## src/rtl/mano_mem_pkg.sv

```systemverilog
// Shared types for the Mano CPU memory port: SRAM word/address widths and
// the controller state encoding used by both the top FSM and the boot assembler.
package mano_mem_pkg;

   localparam int WORD_W = 16;
   localparam int MEM_AW = 16;

   typedef enum logic [3:0] {
      B_CNT,
      B_HI,
      B_LO,
      B_WR,
      B_SKIP,
      RUN,
      ACC,
      CAP,
      ACK
   } state_t;

endpackage

```

## src/rtl/boot_word_asm.sv

```systemverilog
// Boot stream datapath: latches the word count (clamped to DEPTH), pairs bytes
// into words high-byte first, tracks the write pointer and counts surplus bytes.
module boot_word_asm
   import mano_mem_pkg::*;
#(
   parameter int DEPTH = 32,
   parameter int PTR_W = $clog2(DEPTH) + 1
) (
   input  logic              clk,
   input  logic              rst,
   input  state_t            state,
   input  logic              boot_valid,
   input  logic [7:0]        boot_byte,
   output logic              boot_ready,
   output logic              accept,
   output logic              cnt_zero,
   output logic              cnt_over,
   output logic [WORD_W-1:0] word,
   output logic [PTR_W-1:0]  ptr,
   output logic              last,
   output logic              skip_pending,
   output logic              skip_last
);

   localparam logic [8:0] DEPTH_EXT = 9'(DEPTH);

   logic [PTR_W-1:0] n;
   logic [7:0]       hi;
   logic [8:0]       skip;

   assign boot_ready   = state inside {B_CNT, B_HI, B_LO, B_SKIP};
   assign accept       = boot_valid && boot_ready;
   assign cnt_zero     = (boot_byte == 8'd0);
   assign cnt_over     = ({1'b0, boot_byte} > DEPTH_EXT);
   assign word         = {hi, boot_byte};
   // ptr holds the index of the word being assembled until B_WR advances it.
   assign last         = ((ptr + PTR_W'(1)) == n);
   assign skip_pending = (skip != 9'd0);
   assign skip_last    = (skip == 9'd1);

   // NOTE: state registers use non-blocking assignments so every flop samples
   // pre-edge values; blocking here would create order-dependent simulation.
   always_ff @(posedge clk) begin
      if (rst) begin
         n    <= '0;
         ptr  <= '0;
         hi   <= '0;
         skip <= '0;
      end else begin
         case (state)
            B_CNT: if (accept) begin
               ptr  <= '0;
               n    <= cnt_over ? PTR_W'(DEPTH) : PTR_W'(boot_byte);
               skip <= cnt_over ? (({1'b0, boot_byte} - DEPTH_EXT) << 1) : 9'd0;
            end
            B_HI:    if (accept) hi <= boot_byte;
            B_WR:    ptr <= ptr + PTR_W'(1);
            B_SKIP:  if (accept) skip <= skip - 9'd1;
            default: ;
         endcase
      end
   end

endmodule

```

## src/rtl/mem_port_ctrl.sv

```systemverilog
// Sole SRAM master: loads the boot image after reset, then serves CPU
// read/write requests with a fixed ACC/CAP/ACK sequence around the SRAM read latency.
module mem_port_ctrl
   import mano_mem_pkg::*;
#(
   parameter int DEPTH  = 32,
   parameter int CPU_AW = 12
) (
   input  logic              clk,
   input  logic              rst,
   input  logic              boot_valid,
   input  logic [7:0]        boot_byte,
   output logic              boot_ready,
   output logic              boot_done,
   output logic              load_err,
   input  logic              cpu_req,
   input  logic              cpu_we,
   input  logic [CPU_AW-1:0] cpu_addr,
   input  logic [WORD_W-1:0] cpu_wdata,
   output logic              cpu_ready,
   output logic              cpu_ack,
   output logic [WORD_W-1:0] cpu_rdata,
   output logic              cpu_err,
   output logic              mem_we_n,
   output logic [MEM_AW-1:0] mem_addr,
   output logic [WORD_W-1:0] mem_din,
   input  logic [WORD_W-1:0] mem_dout
);

   localparam int PTR_W = $clog2(DEPTH) + 1;

   state_t            state;
   logic              accept;
   logic              cnt_zero;
   logic              cnt_over;
   logic [WORD_W-1:0] word;
   logic [PTR_W-1:0]  ptr;
   logic              last;
   logic              skip_pending;
   logic              skip_last;
   logic              req_we;
   logic              req_ok;
   logic              in_range;

   boot_word_asm #(
      .DEPTH (DEPTH),
      .PTR_W (PTR_W)
   ) u_asm (
      .clk          (clk),
      .rst          (rst),
      .state        (state),
      .boot_valid   (boot_valid),
      .boot_byte    (boot_byte),
      .boot_ready   (boot_ready),
      .accept       (accept),
      .cnt_zero     (cnt_zero),
      .cnt_over     (cnt_over),
      .word         (word),
      .ptr          (ptr),
      .last         (last),
      .skip_pending (skip_pending),
      .skip_last    (skip_last)
   );

   assign cpu_ready = (state == RUN);
   assign in_range  = (32'(cpu_addr) < 32'(DEPTH));

   always_ff @(posedge clk) begin
      // NOTE: only the controller is reset; the external SRAM keeps its
      // contents, and a write whose we_n edge coincides with rst still lands.
      if (rst) begin
         state     <= B_CNT;
         mem_we_n  <= 1'b1;
         mem_addr  <= '0;
         mem_din   <= '0;
         cpu_rdata <= '0;
         cpu_ack   <= 1'b0;
         cpu_err   <= 1'b0;
         boot_done <= 1'b0;
         load_err  <= 1'b0;
         req_we    <= 1'b0;
         req_ok    <= 1'b0;
      end else begin
         // Pulse outputs default inactive so each is high for exactly one cycle.
         mem_we_n <= 1'b1;
         cpu_ack  <= 1'b0;
         cpu_err  <= 1'b0;
         case (state)
            B_CNT: if (accept) begin
               if (cnt_over) load_err <= 1'b1;
               if (cnt_zero) begin
                  state     <= RUN;
                  boot_done <= 1'b1;
               end else begin
                  state <= B_HI;
               end
            end
            B_HI: if (accept) state <= B_LO;
            B_LO: if (accept) begin
               state    <= B_WR;
               mem_we_n <= 1'b0;
               mem_addr <= MEM_AW'(ptr);
               mem_din  <= word;
            end
            B_WR: begin
               if (!last) begin
                  state <= B_HI;
               end else if (skip_pending) begin
                  state <= B_SKIP;
               end else begin
                  state     <= RUN;
                  boot_done <= 1'b1;
               end
            end
            B_SKIP: if (accept && skip_last) begin
               state     <= RUN;
               boot_done <= 1'b1;
            end
            RUN: if (cpu_req) begin
               state  <= ACC;
               req_we <= cpu_we;
               req_ok <= in_range;
               if (in_range) begin
                  mem_addr <= MEM_AW'(cpu_addr);
                  if (cpu_we) begin
                     mem_we_n <= 1'b0;
                     mem_din  <= cpu_wdata;
                  end
               end
            end
            ACC: state <= CAP;
            CAP: begin
               // SRAM read data for the address driven in ACC is valid now.
               state   <= ACK;
               cpu_ack <= 1'b1;
               cpu_err <= !req_ok;
               if (!req_ok)     cpu_rdata <= '0;
               else if (!req_we) cpu_rdata <= mem_dout;
            end
            ACK:     state <= RUN;
            default: state <= B_CNT;
         endcase
      end
   end

endmodule

```

## config.mk

```make
export PLATFORM = sky130hd
export DESIGN_NAME = mem_port_ctrl
export DESIGN_NICKNAME = d
export VERILOG_FILES = /design/src/rtl/mano_mem_pkg.sv /design/src/rtl/boot_word_asm.sv /design/src/rtl/mem_port_ctrl.sv
export SDC_FILE = /design/constraint.sdc
export NUM_CORES = 1
export LEC_CHECK = 0
export BUFFER_PORTS_ARGS = -buffer_cell sky130_fd_sc_hd__buf_2
export CORE_MARGIN = 4
export CORE_UTILIZATION = 45
export CTS_CLUSTER_SIZE = 30
export DETAILED_ROUTE_END_ITERATION = 8
export GPL_ROUTABILITY_DRIVEN = 0
export PLACE_DENSITY_LB_ADDON = 0.25
export SLEW_MARGIN = 20
export SYNTH_ARGS = -nofsm -noshare
export SYNTH_HDL_FRONTEND = slang
export SYNTH_SLANG_ARGS = --single-unit
```

## constraint.sdc

```tcl
create_clock -name clk -period 1.7 [get_ports clk]
set_input_delay 0.51 -clock clk [delete_from_list [all_inputs] [get_ports clk]]
set_output_delay 0.51 -clock clk [all_outputs]
set_load 0.01 [all_outputs]
```

==> results.json <==
{
  "synth_top_cell_area_share_pct": 41.6,
  "maxCapViolCount": 0,
  "final_area_um2": 5560,
  "via_count": 3988,
  "postSynthAreaPerCell_um2": 8.69,
  "finalNetCount": 683,
  "syn_inst": 465,
  "place_area_um2": 5010,
  "cts-root-buf": "clkbuf_8",
  "worst_setup_path_end_kind": "flip-flop",
  "pre_cts_ws_ns": -0.296,
  "fin_crit_sh_pct": 103,
  "finalHoldViolCount": 0,
  "drive_gt1_share_pct": 42.7,
  "seqCellArea_um2": 1690,
  "grt_pass1_vias": 3712,
  "grt_pass1_wl_mm": 17.2,
  "power_mw": 5.77,
  "die_h_um": 103,
  "p_leak_nw": 2.29,
  "multi_input_area_um2": 2380,
  "rows": 34,
  "cts_hold_buf": 0,
  "ys.flop_type": "dfxtp_1",
  "antenna_found_initial": 0,
  "groute.usage.overall_pct": 20.1,
  "layout_setup_ws_ns": -0.0462,
  "netlist_area_um2": 4040,
  "yosys_warnings": 0,
  "setup-violations-final": 4,
  "yosys-top-cells-area": "dfxtp_1, mux2i_1, a21oi_1, nor2_1, a211oi_2",
  "clk_pin_slew_ns": 0.08,
  "crit_arrival_ns": 1.98,
  "grt-ovfl-total": 0,
  "ys_seq_elements": 84,
  "die_w_um": 103,
  "clock_sinks": 84,
  "ioPinCount": 112,
  "timing.setup.critical_path_class": "flip-flop to flip-flop",
  "synth_edf_count": 0,
  "hold_class": "primary input to flip-flop",
  "slowest_stage": "dfxtp_2",
  "coreArea_um2": 8720,
  "wirelength_mm": 11.4,
  "worstPathMaxFanout": 6,
  "ys_types": 50,
  "finalMaxSlewViolations": 0,
  "syn_to_final_growth_pct": 37.6,
  "first_pass_iters": 5,
  "async_flop_share_pct": 0,
  "grt_setup_unrepaired": "yes",
  "peakVddDrop_uv": 527,
  "skew_ns": 0.0116,
  "dp_hpwl_mm": 7.67,
  "htree_num_levels": 3,
  "p_per_area_nw_per_um2": 1040,
  "initial_core_util_pct": 46.3,
  "grt_max_degree": 34,
  "min_period_ns": 1.75,
  "synth.largest_area_cell": "dfxtp_1",
  "violations": "negative setup slack",
  "fmax_mhz": 573,
  "drtIter0Drc": 183,
  "numPortBuffers": 107,
  "die-area_um2": 10600,
  "ant_nets": 0,
  "outcome": "finished with violations",
  "yosysSeqAreaShare_pct": 41.6,
  "n_fill_cell": 757,
  "cts_buffer_depth": 2,
  "wl_per_cell_um": 15.5,
  "slowest_delay_ns": 0.34,
  "n_antenna_cell": 0,
  "drc": 0,
  "startpoint_type": "flip-flop",
  "crit_path_cell_trace": "buf_6 -> buf_4 -> nor3_4 -> o211a_1 -> nor3_1 -> a311o_1",
  "critPathRequiredTime_ns": 1.93,
  "vias_per_cell": 5.43,
  "cts-buffers-inserted": 9,
  "cts_tree": "done",
  "clock_latency_ns": 0.36
}
## timing repair
action | in CTS | in global routing
setup buffers | 7 | 3
gates cloned | 0 | 5
hold endpoints to repair | 0 | 0
gates resized for setup | 22 | 39
pin swaps | 5 | 18
endpoints found under the setup margin | 5 | 55
## state kept, by name, indices dropped and copies added (netlist names)
register and cells:
load_err 1, cpu_rdata 16, u_asm.hi 8, mem_addr 12
u_asm.n 6, u_asm.ptr 6, u_asm.skip 9, boot_done 1
req_we 1, state 4, req_ok 1, cpu_ack 1
mem_din 16, cpu_err 1, mem_we_n 1
## routing by layer
| metal | global-route usage, % | vias up | part of all wire, % |
|---|---|---|---|
| met5 | 0 | - | 0 |
| met4 | 7.07 | 0 | 0.90 |
| met3 | 4.26 | 8 | 5.5 |
| met2 | 33.7 | 106 | 50 |
| met1 | 25.7 | 1918 | 44 |
| li1 | - | 1956 | - |
## metrics by stage
step	instances	TNS, ns	utilization [%]	hold WS [ns]
floorplan	468	0	-	0.443
global placement	704	-5.31	57.4	0.435
detailed placement	704	-6.09	57.4	0.440
CTS	727	-0.0695	61.1	0.408
global route	734	-0.547	63.7	0.409
finish	734	-0.114	63.7	0.420
## kinds of logic (layout without fill, tap and decap cells)
logic type               count (synthesis)  after routing  share of synthesized area, %
XOR/XNOR                                13             13                          2.82
other                                    1              4                        0.0928
AO/OA/AOI/OAI                          105            105                          18.3
flip-flops                              84             84                          41.6
buffers and inverters                   40            198                          5.26
AND/OR/NAND/NOR                        191            191                          23.9
multiplexers                            26             26                          6.44
adder cells (fa/ha/maj)                  5              5                          1.55
## layout by cell type, fill, tap and decap left out, types with 4 or more instances in the layout
cell      count
a211oi_1      9
a211oi_2     17
a21oi_1      43
and2_1       11
buf_2       108
buf_4        54
buf_6         9
clkbuf_8     10
conb_1        4
dfxtp_1      78
dfxtp_2       5
inv_1         6
mux2i_1      26
nand2_1      35
nand2b_1      4
nand3_1      29
nor2_1       50
nor2_2       12
nor3_1       10
nor4_2        5
o21ai_0       8
or3_1         5
xnor2_1       4
xor2_1        6
## cell usage after synthesis, types with 2 or more instances
| master | instances |
|---|---|
| nand2_1 | 37 |
| and2_1 | 12 |
| xnor2_1 | 7 |
| mux2i_1 | 26 |
| a31oi_1 | 4 |
| buf_6 | 3 |
| nor2b_1 | 4 |
| clkbuf_1 | 17 |
| nor4_1 | 8 |
| a311oi_1 | 2 |
| nand3b_1 | 3 |
| ha_1 | 5 |
| buf_2 | 5 |
| xor2_1 | 6 |
| nor2_1 | 53 |
| a211oi_2 | 15 |
| or3_1 | 5 |
| nand2b_1 | 5 |
| inv_1 | 6 |
| a21oi_1 | 46 |
| nand4_1 | 2 |
| a211oi_1 | 12 |
| buf_4 | 9 |
| dfxtp_1 | 84 |
| nor3_1 | 12 |
| nand3_1 | 31 |
| a221oi_1 | 3 |
| o21ai_0 | 11 |
| nor2_2 | 10 |
| a2bb2oi_1 | 2 |
## layout make-up
class / count / share of cell area, %
Clock inverter: 5 / 0.675
Sequential cell: 84 / 30.4
Tap cell: 108 / 2.43
Clock buffer: 11 / 2.54
Multi-Input combinational cell: 344 / 42.9
Timing Repair Buffer: 176 / 20.6
Inverter: 6 / 0.405
## worst paths after layout
check | start | end | slack [ns] | cells past startpoint
setup / recovery | state[0] | state[0] | -0.05 | 6
hold / removal | mem_dout[11] | cpu_rdata[11] | 0.42 | 3
setup reg to reg | state[0] | state[0] | -0.05 | 6
hold reg to reg | cpu_rdata[4] | cpu_rdata[4] | 0.45 | 2
## critical path, delay by kind of cell, from the launching register on
family | cells | cell delay, ns
compound gates | 2 | 0.64
simple gates | 2 | 0.38
flops | 1 | 0.34
buf+inv | 2 | 0.27
## power breakdown
group          switching (mW)  internal [mW]
Combinational            1.15          0.994
Sequential              0.157           2.17
Clock                   0.725          0.573
Total                    2.03           3.74
Power figures use the tool's default switching activity.
